`config.mk`:
```
export PLATFORM = sky130hd
export DESIGN_NAME = instruction_fetch_unit
export DESIGN_NICKNAME = d
export VERILOG_FILES = /design/src/rtl/instruction_fetch_unit.sv
export SDC_FILE = /design/constraint.sdc
export NUM_CORES = 1
export LEC_CHECK = 0
export BUFFER_PORTS_ARGS = -buffer_cell sky130_fd_sc_hd__buf_2
export CORE_MARGIN = 2
export CORE_UTILIZATION = 47
export CTS_BUF_LIST = sky130_fd_sc_hd__clkbuf_8
export DETAILED_ROUTE_END_ITERATION = 16
export PLACE_DENSITY_LB_ADDON = 0.1
export SYNTH_ARGS = -nofsm -noshare
export SYNTH_HDL_FRONTEND = slang
export SYNTH_SLANG_ARGS = --single-unit
```
`constraint.sdc`:
```
create_clock -name Clk -period 1.8 [get_ports Clk]
set_input_delay 0.36 -clock Clk [delete_from_list [all_inputs] [get_ports Clk]]
set_output_delay 0.36 -clock Clk [all_outputs]
set_load 0.05 [all_outputs]
```
`src/rtl/instruction_fetch_unit.sv`:
```
// ---------------------------------------------------------------------------
// instruction_fetch_unit
//
// Instruction fetch stage for a MIPS32 pipeline. The unit owns the PC and
// drives it to a combinational instruction memory. It captures the returned
// word into the IF/ID pipeline register. It also applies redirects, stalls,
// flushes and halt requests from downstream, and counts valid fetches.
//
// Ports
//   Clk              : clock; all state updates on the rising edge
//   Rst_n            : asynchronous active-low reset
//   Stall            : hold PC and the IF/ID register
//   Flush            : bubble IF/ID on this edge
//   BranchTaken      : branch resolved taken in ID
//   BranchTarget     : branch destination (low two bits forced to 00)
//   Jump             : J-type jump decoded in ID
//   JumpIndex        : 26-bit instr_index of the jump
//   Halt             : stop fetching until reset
//   Instruction      : memory word for the current Address
//   Address          : current PC, straight from the PC register
//   IfId_Instruction : registered instruction to ID
//   IfId_PCPlus4     : registered PC+4 of that instruction
//   IfId_Valid       : IF/ID holds a real instruction
//   Halted           : FSM is in HALTED (doubles as the state debug view)
//   MisalignErr      : sticky, set when a taken branch target was unaligned
//   FetchCount       : number of instructions latched with IfId_Valid = 1
//
// Handshake: this stage has no ready/valid back-pressure of its own.
// IfId_Valid qualifies the IF/ID payload on every cycle. Stall is the only
// hold request, and it is honoured on the same edge it is sampled.
// ---------------------------------------------------------------------------
module instruction_fetch_unit #(
   parameter logic [31:0] RESET_PC  = 32'h0000_0000,
   parameter int          CNT_WIDTH = 32
) (
   input  logic                 Clk,
   input  logic                 Rst_n,
   input  logic                 Stall,
   input  logic                 Flush,
   input  logic                 BranchTaken,
   input  logic [31:0]          BranchTarget,
   input  logic                 Jump,
   input  logic [25:0]          JumpIndex,
   input  logic                 Halt,
   input  logic [31:0]          Instruction,
   output logic [31:0]          Address,
   output logic [31:0]          IfId_Instruction,
   output logic [31:0]          IfId_PCPlus4,
   output logic                 IfId_Valid,
   output logic                 Halted,
   output logic                 MisalignErr,
   output logic [CNT_WIDTH-1:0] FetchCount
);

   typedef enum logic {
      ST_RUN    = 1'b0,
      ST_HALTED = 1'b1
   } state_t;

   state_t                 state_q, state_d;
   logic [31:0]            pc_q, pc_d;
   logic [31:0]            ifid_instr_q, ifid_instr_d;
   logic [31:0]            ifid_pcp4_q, ifid_pcp4_d;
   logic                   ifid_valid_q, ifid_valid_d;
   logic                   misalign_q, misalign_d;
   logic [CNT_WIDTH-1:0]   fetch_cnt_q, fetch_cnt_d;
   logic [31:0]            pc_plus4;

   localparam logic [CNT_WIDTH-1:0] CNT_ONE = {{(CNT_WIDTH-1){1'b0}}, 1'b1};

   assign pc_plus4 = pc_q + 32'd4;

   // Next-state logic. Priority in RUN, highest first:
   // Halt, BranchTaken, Jump, Stall, then normal fetch.
   always_comb begin
      state_d      = state_q;
      pc_d         = pc_q;
      ifid_instr_d = ifid_instr_q;
      ifid_pcp4_d  = ifid_pcp4_q;
      ifid_valid_d = ifid_valid_q;
      misalign_d   = misalign_q;
      fetch_cnt_d  = fetch_cnt_q;

      if (state_q == ST_RUN) begin
         if (Halt) begin
            state_d      = ST_HALTED;
            ifid_valid_d = 1'b0;
         end else if (BranchTaken) begin
            // An unaligned target is still followed, rounded down to a word.
            pc_d         = {BranchTarget[31:2], 2'b00};
            ifid_valid_d = 1'b0;
            if (BranchTarget[1:0] != 2'b00) begin
               misalign_d = 1'b1;
            end
         end else if (Jump) begin
            // The region bits come from the jump's own PC+4, which sits in IF/ID.
            pc_d         = {ifid_pcp4_q[31:28], JumpIndex, 2'b00};
            ifid_valid_d = 1'b0;
         end else if (Stall) begin
            if (Flush) begin
               ifid_valid_d = 1'b0;
            end
         end else begin
            pc_d         = pc_plus4;
            ifid_instr_d = Instruction;
            ifid_pcp4_d  = pc_plus4;
            ifid_valid_d = !Flush;
            if (!Flush) begin
               fetch_cnt_d = fetch_cnt_q + CNT_ONE;
            end
         end
      end
   end

   always_ff @(posedge Clk or negedge Rst_n) begin
      if (!Rst_n) begin
         state_q      <= ST_RUN;
         pc_q         <= RESET_PC;
         ifid_instr_q <= 32'd0;
         ifid_pcp4_q  <= 32'd0;
         ifid_valid_q <= 1'b0;
         misalign_q   <= 1'b0;
         fetch_cnt_q  <= '0;
      end else begin
         state_q      <= state_d;
         pc_q         <= pc_d;
         ifid_instr_q <= ifid_instr_d;
         ifid_pcp4_q  <= ifid_pcp4_d;
         ifid_valid_q <= ifid_valid_d;
         misalign_q   <= misalign_d;
         fetch_cnt_q  <= fetch_cnt_d;
      end
   end

   assign Address          = pc_q;
   assign IfId_Instruction = ifid_instr_q;
   assign IfId_PCPlus4     = ifid_pcp4_q;
   assign IfId_Valid       = ifid_valid_q;
   assign Halted           = (state_q == ST_HALTED);
   assign MisalignErr      = misalign_q;
   assign FetchCount       = fetch_cnt_q;

endmodule
```
# After elaboration in Yosys (flattened, before gate mapping)
# Index checks and enable logic that the tools add are counted.
[totals] inputBits=97 register_bits=131 output_inout_bits=131 word_cells=34
[classes] n_mux=10 n_eq_ne=2 n_addsub=2 reduce_logical=7 bitwise=6
[ops] operator="two-way mux 32 bit" n=3
[ops] operator="adder 32 x 1 -> 32 bit (second input constant)" n=1
[ops] operator="adder 32 x 3 -> 32 bit (second input constant)" n=1
[ops] operator="two-way mux 1 bit" n=7
[ops] operator="inverter 1 bit" n=6
[ops] operator="AND reduction 6 bit" n=1
[ops] operator="!= test 5 x 1 -> 1 bit (second input constant)" n=1
[ops] operator="AND reduction 5 bit" n=1
[ops] operator="AND reduction 4 bit" n=1
[ops] operator="!= test 3 x 1 -> 1 bit (second input constant)" n=1
[ops] operator="AND reduction 3 bit" n=1
[ops] operator="AND reduction 2 bit" n=1
[ops] operator="nonzero test 2 bit" n=1
[ops] operator="logical NOT 1 bit" n=1

# Longest topological paths before layout
# Gate-level depths: netlist of run 1.
[depth] ltp_word=5 depth_mapped=8 ltp_nobuf=6

# Least setup slack after synthesis of run 1
# No wires, ideal clock.
[synth_path] path_kind="reg2reg" start="register pc_q[2], in the netlist Address[2]" end="register pc_q[26], in the netlist Address[26]" t_arrival_ns=2.253 slack_ns=-0.522 required_time_ns=1.730 setup_time_ns=0.070 period_less_slack_ns=2.322 path_stages_with_launch=7 cell_sequence="dfrtp_1 ha_1 nand3_2 nor4_4 nand3_4 or4_1 nand3_1"
[synth_via] elab_chain_len=4
[synth_lines] item="start: declaration" line="61" text="logic [31:0] pc_q, pc_d;"
[synth_lines] item="start signal: assignment" line="126" text="pc_q <= pc_d;"
[synth_lines] item="adder 32 x 3 -> 32 bit" line="71" text="assign pc_plus4 = pc_q + 32'd4;"
[synth_lines] item="two-way mux 32 bit" line="99" text="end else if (Stall) begin"
[synth_lines] item="two-way mux 32 bit" line="95" text="end else if (Jump) begin"
[synth_lines] item="two-way mux 32 bit" line="88" text="end else if (BranchTaken) begin"
# Every way passes these cells. The select of a mux whose other input is x is not followed.
# A chain may end at the register's enable or synchronous reset.

# Worst setup path in the final report of run 1
[layout_path] start="register pc_q[8], in the netlist Address[8]" end="register pc_q[18], in the netlist Address[18]"
# Same word-level chain as after synthesis.

==> impl_metrics.tcl, run 1 <==
set metrics [dict create \
    numPortBuffers 223 \
    htree_levels 4 \
    rsz0062_at_grt "true" \
    ir_drop_v 0.000547 \
    setup_viol 0 \
    fillers 1144 \
    grt_pass1_wl_mm 30.1 \
    yosys.area_share.simple 0.241 \
    seq_area_mm2 0.00322 \
    outcome "complete, no violations" \
    post-route-period-util 0.976 \
    syn_area_mm2 0.00629 \
    synth_top_family_by_area "simple AND/OR/NAND/NOR gates" \
    antenna_found_initial 1 \
    place_hpwl_mm 14.7 \
    ys_ff_latch 127 \
    insertion_delay_ns 0.43 \
    syn_inst 678 \
    fmax_mhz 569 \
    ys.flop_type "dfrtp_1" \
    synth-xor-area-share 0.0794 \
    hp-class "in2reg" \
    start_util 0.479 \
    hold_start "Instruction[24]" \
    async_reset_ff_frac 1.00 \
    dieArea_mm2 0.0143 \
    criticalPathCategory "reg2reg" \
    drtAntennaViolNets 0 \
    overflow 0 \
    vias_per_cell 5.39 \
    die_x_um 120 \
    worstMarginPinSlew_ns 0.981 \
    path_clk_slew_ns 0.08 \
    cp_data_arrival_time_ns 2.06 \
    core_mm2 0.0131 \
    p_leak_uw 0.00443 \
    drv_cap 0 \
    synth_fa_ha_area_frac 0.00398 \
    dr_total_vias 6162 \
    finalWorstSetupSlack_ns 0.0436 \
    r2r-start "Address[8]" \
    syn_area_per_cell_um2 9.27 \
    syn2layout_area_growth_pct 36.9 \
    grtUsageTotal 0.268 \
    drc 0 \
    end_kind "register" \
    root_buffer "clkbuf_8" \
    io_pins 228 \
    ys_warn_count 0 \
    synthMuxAreaShare 0.00816 \
    synth.distinct_cells 56 \
    seq_area_frac_synth 0.505 \
    firstDrtPassIters 6 \
    num_rows 42 \
    wl_per_cell_um 16.5 \
    pre_cts_slack_ns -0.168 \
    multi_input_area_mm2 0.00300 \
    place_congestion 0.939 \
    cts_inserted_buffers 17 \
    synth_edf_count 0 \
    wl_mm 18.9 \
    critical_path.startpoint "Address[8]" \
    hold_viol 0 \
    grt_max_degree 48 \
    first_global_vias 6101 \
    fin_worst_skew_ns 0.00908 \
    clockBufferDepth 2 \
    relSlewSlack 0.345 \
    period_needed_ns 1.76 \
    required_ns 2.11 \
    drive_gt1_frac 0.399 \
    finish.net_count 1053 \
    clock-sinks 127 \
    cts_tree "built" \
    drtIter0Drc 353 \
    powerDensity_mw_per_mm2 830 \
    die_h_um 120 \
    maxSlewViolCount 0 \
    synth_compound_area_frac 0.129 \
    critPathMaxFanout 5 \
    final.setup.tns_ns 0 \
    start_kind "register" \
]
power breakdown:
group	internal, uW	leakage, uW	switching (uW)
Clock	1400	0.000204	1170
Sequential	2990	0.00163	126
Combinational	463	0.00260	987
final timing paths:
kind / end / slack (ns) / cells after the start
max: Address[18] / 0.04 / 6
min: IfId_Instruction[24] / 0.11 / 3
max reg2reg: Address[18] / 0.04 / 6
min reg2reg: IfId_Instruction[16] / 0.47 / 2
max in group asynchronous: Address[12] / 0.91 / 3
min in group asynchronous: IfId_Valid / 0.33 / 2
worst max-delay path: stages, from the launching register on:
cell and delay, ns:
dfrtp_2 0.41, nand4_4 0.17, nor4_4 0.41, buf_4 0.21, and2_1 0.18, a31o_2 0.17
a22oi_1 0.08
stage by stage:
stage	std cells	total power (uW)	utilization	hold slack [ns]	area (um^2)
finish	1144	7140	0.655	0.110	8600
global route	1144	7420	0.655	0.0881	8600
detailed placement	1109	4600	0.618	0.240	8120
floorplan	681	4030	-	0.0644	6390
global placement	1109	4580	0.618	0.243	8120
CTS	1142	7190	0.651	0.0831	8550
timing repair:
action / in CTS / in global routing
pin swaps: 1 / 6
gates cloned: 0 / 0
endpoints found under the setup margin: 7 / 17
resized for setup: 1 / 14
hold buffers: 1 / 0
setup buffers: 0 / 1
hold endpoints to repair: 12 / 0
logic make-up after synthesis:
group,count (synthesis)
simple gates,310
xor+xnor,57
flops,127
mux,5
compound gates,127
other cells,1
fa+ha+maj,2
buf+inv,49
sequential cells by signal (all words and copies together), names as in the netlist:
signal            cells
IfId_Instruction     32
Address              30
IfId_Valid            1
MisalignErr           1
IfId_PCPlus4         30
Halted                1
FetchCount           32
layout by cell type (no fill, tap or decap), drive strengths merged, types with 3 or more instances in the layout:
cell type,Yosys,final
buf,10,289
nand2,185,185
dfrtp,127,127
o21ai,43,43
xnor2,39,39
nand3,31,31
a21oi,29,29
nor2,27,27
xor2,18,18
clkbuf,26,18
nor3,17,17
nand4,17,17
inv,12,14
and4,10,10
a22oi,7,7
nor4,7,7
o2bb2ai,6,6
clkinv,1,6
and2,5,5
and3,5,5
o211ai,5,5
a22o,5,5
o22ai,4,4
mux2i,4,4
conb,1,4
clkinvlp,0,4
a222oi,3,3
o21a,3,3
a211oi,3,3
bufinv,0,3
Yosys cell counts, drive strengths merged, types with 4 or more instances:
cell	instances	area share
a22o	5	0.0070
o2bb2ai	6	0.0084
and3	5	0.0050
nor2	27	0.016
nand3	31	0.027
dfrtp	127	0.51
o211ai	5	0.0060
clkbuf	26	0.016
o21ai	43	0.034
inv	12	0.0072
and4	10	0.014
nor4	7	0.018
and2	5	0.0050
a22oi	7	0.0084
o22ai	4	0.0040
xnor2	39	0.054
mux2i	4	0.0064
nand4	17	0.022
xor2	18	0.025
nand2	185	0.11
nor3	17	0.015
a21oi	29	0.023
buf	10	0.0090
layer usage:
layer | global-route usage | routed length [um] | up-vias
met5 | 0 | 0 | -
met2 | 0.455 | 9420 | 241
met4 | 0.101 | 430 | 0
met1 | 0.341 | 7840 | 3002
li1 | - | - | 2888
met3 | 0.0504 | 1220 | 31
cell type report:
type	count	share of cell area
timing repair buffer	290	0.197
inverter	13	0.00567
antenna	1	0.000291
sequential	127	0.374
tap	176	0.0256
clock buffer	18	0.0288
multi-input combinational	505	0.349
clock inverter	14	0.0195
No activity file was read; power rests on OpenSTA's default activity.
==> run 2: changes to the inputs <==
- CORE_MARGIN: 2 -> 5
==> impl_metrics.tcl, run 2 (synthesized netlist as in run 1, its figures left out) <==
set metrics [dict create \
    outcome "complete, no violations" \
    final_cell_mix "221 x buf_2, 181 x nand2_1, 93 x dfrtp_1, 60 x buf_4, 38 x xnor2_1" \
    p_leak_uw 0.00455 \
    pre_cts_slack_ns -0.0853 \
    hp-class "in2reg" \
    fillers 1095 \
    drc 0 \
    slowest_delay_ns 0.42 \
    fmax_mhz 560 \
    rsz0062_at_grt "true" \
    cts_tree "built" \
    hold_viol 0 \
    finalWorstSetupSlack_ns 0.0157 \
    start_util 0.477 \
    wl_per_cell_um 17.1 \
    drtIter0Drc 371 \
    final_common_cell "buf_2" \
    first_global_vias 6198 \
    numPortBuffers 223 \
    insertion_delay_ns 0.46 \
    relSlewSlack 0.375 \
    cp_data_arrival_time_ns 2.15 \
    grtUsageTotal 0.249 \
    dieArea_mm2 0.0158 \
    die_x_um 126 \
    slowest_stage "dfrtp_2" \
    wl_mm 19.6 \
    cts_inserted_buffers 17 \
    maxSlewViolCount 0 \
    seq_area_mm2 0.00322 \
    antenna_found_initial 1 \
    criticalPathCategory "reg2reg" \
    syn2layout_area_growth_pct 39.3 \
    drtAntennaViolNets 0 \
    finish.net_count 1055 \
    period_needed_ns 1.78 \
    io_pins 228 \
    num_rows 42 \
    dr_total_vias 6080 \
    overflow 0 \
    root_buffer "clkbuf_8" \
    grt_max_degree 75 \
    clockBufferDepth 2 \
    powerDensity_mw_per_mm2 827 \
    cp_cell_sequence "buf_6 -> nand4_1 -> nor4_4 -> buf_4 -> and4_4 -> a222oi_1 -> o2bb2ai_1" \
    drive_gt1_frac 0.414 \
    fin_util 0.664 \
    start_kind "register" \
    place_hpwl_mm 14.6 \
    firstDrtPassIters 7 \
    die_h_um 126 \
    ir_drop_v 0.000536 \
    post-route-period-util 0.991 \
    required_ns 2.17 \
    setup_viol 0 \
    htree_levels 4 \
    fin_worst_skew_ns 0.0160 \
    vias_per_cell 5.31 \
    multi_input_area_mm2 0.00311 \
    core_mm2 0.0132 \
    end_kind "register" \
    grt_pass1_wl_mm 31.4 \
    place_congestion 0.928 \
    path_clk_slew_ns 0.08 \
    drv_cap 0 \
    critPathMaxFanout 4 \
    clock-sinks 127 \
    worstMarginPinSlew_ns 0.936 \
]
run 2: changes by cell type in the layout (fill, tap and decap cells not counted), moves of 3 or more:
cell        change
clkinvlp_4      -3
clkbuf_8        +3
nand3_2         +3
nand3_1         -4
nor4_4          +4
nor4_2          -4
run 2: through the flow:
step	TNS (ns)	hold slack (ns)	power, uW	cell area, um^2	instances
2_1_floorplan	-0.955	0.0644	4030	6390	681
3_3_place_gp	-0.221	0.349	4580	8100	1104
3_5_place_dp	-0.520	0.353	4600	8100	1104
4_1_cts	-0.0175	0.0754	7240	8570	1141
5_1_grt	-0.384	0.0630	7560	8760	1146
6_report	0	0.0955	7240	8760	1146
run 2: final timing paths:
check / start / to / slack (ns) / depth (start not counted)
max in group asynchronous: Rst_n / IfId_Instruction[31] / 0.75 / 3
min in group asynchronous: Rst_n / Address[2] / 0.42 / 2
max: Address[3] / Address[17] / 0.02 / 7
min: Instruction[6] / IfId_Instruction[6] / 0.1 / 3
min reg2reg: IfId_Instruction[27] / IfId_Instruction[27] / 0.47 / 2
max reg2reg: Address[3] / Address[17] / 0.02 / 7
run 2: timing repair:
action,4_1_cts,5_1_grt
setup buffers,4,5
hold buffers,1,0
pin swaps,1,7
gates resized for setup,2,36
hold endpoints to repair,27,0
endpoints found under the setup margin,6,31
run 2: per-layer routing:
metal	vias up	GRT usage	routed length [um]
li1	2895	-	-
met1	2906	0.313	8100
met2	239	0.410	9600
met3	40	0.0690	1340
met4	0	0.0950	528
met5	-	0	0
run 2: cell type report:
type,instances,area share
flip-flops and latches,127,0.368
well taps,176,0.0252
clock inverters,11,0.0157
multi-input cells,505,0.355
clock buffers,21,0.0330
repair buffers,292,0.198
diodes,1,0.000286
inverters,13,0.00557
run 2: critical path: cells and delay by family (launching register included):
family | cells | cell delay, ns
DFF | 1 | 0.42
AOI/OAI and AO/OA | 2 | 0.27
and+or+nand+nor | 3 | 0.68
buffers and inverters | 2 | 0.31
run 2: power breakdown:
group          total [uW]  switching, uW  leakage [uW]  internal [uW]
clock                2620           1110      0.000225           1510
combinational        1500           1010       0.00269            486
sequential           3120            126       0.00163           3000
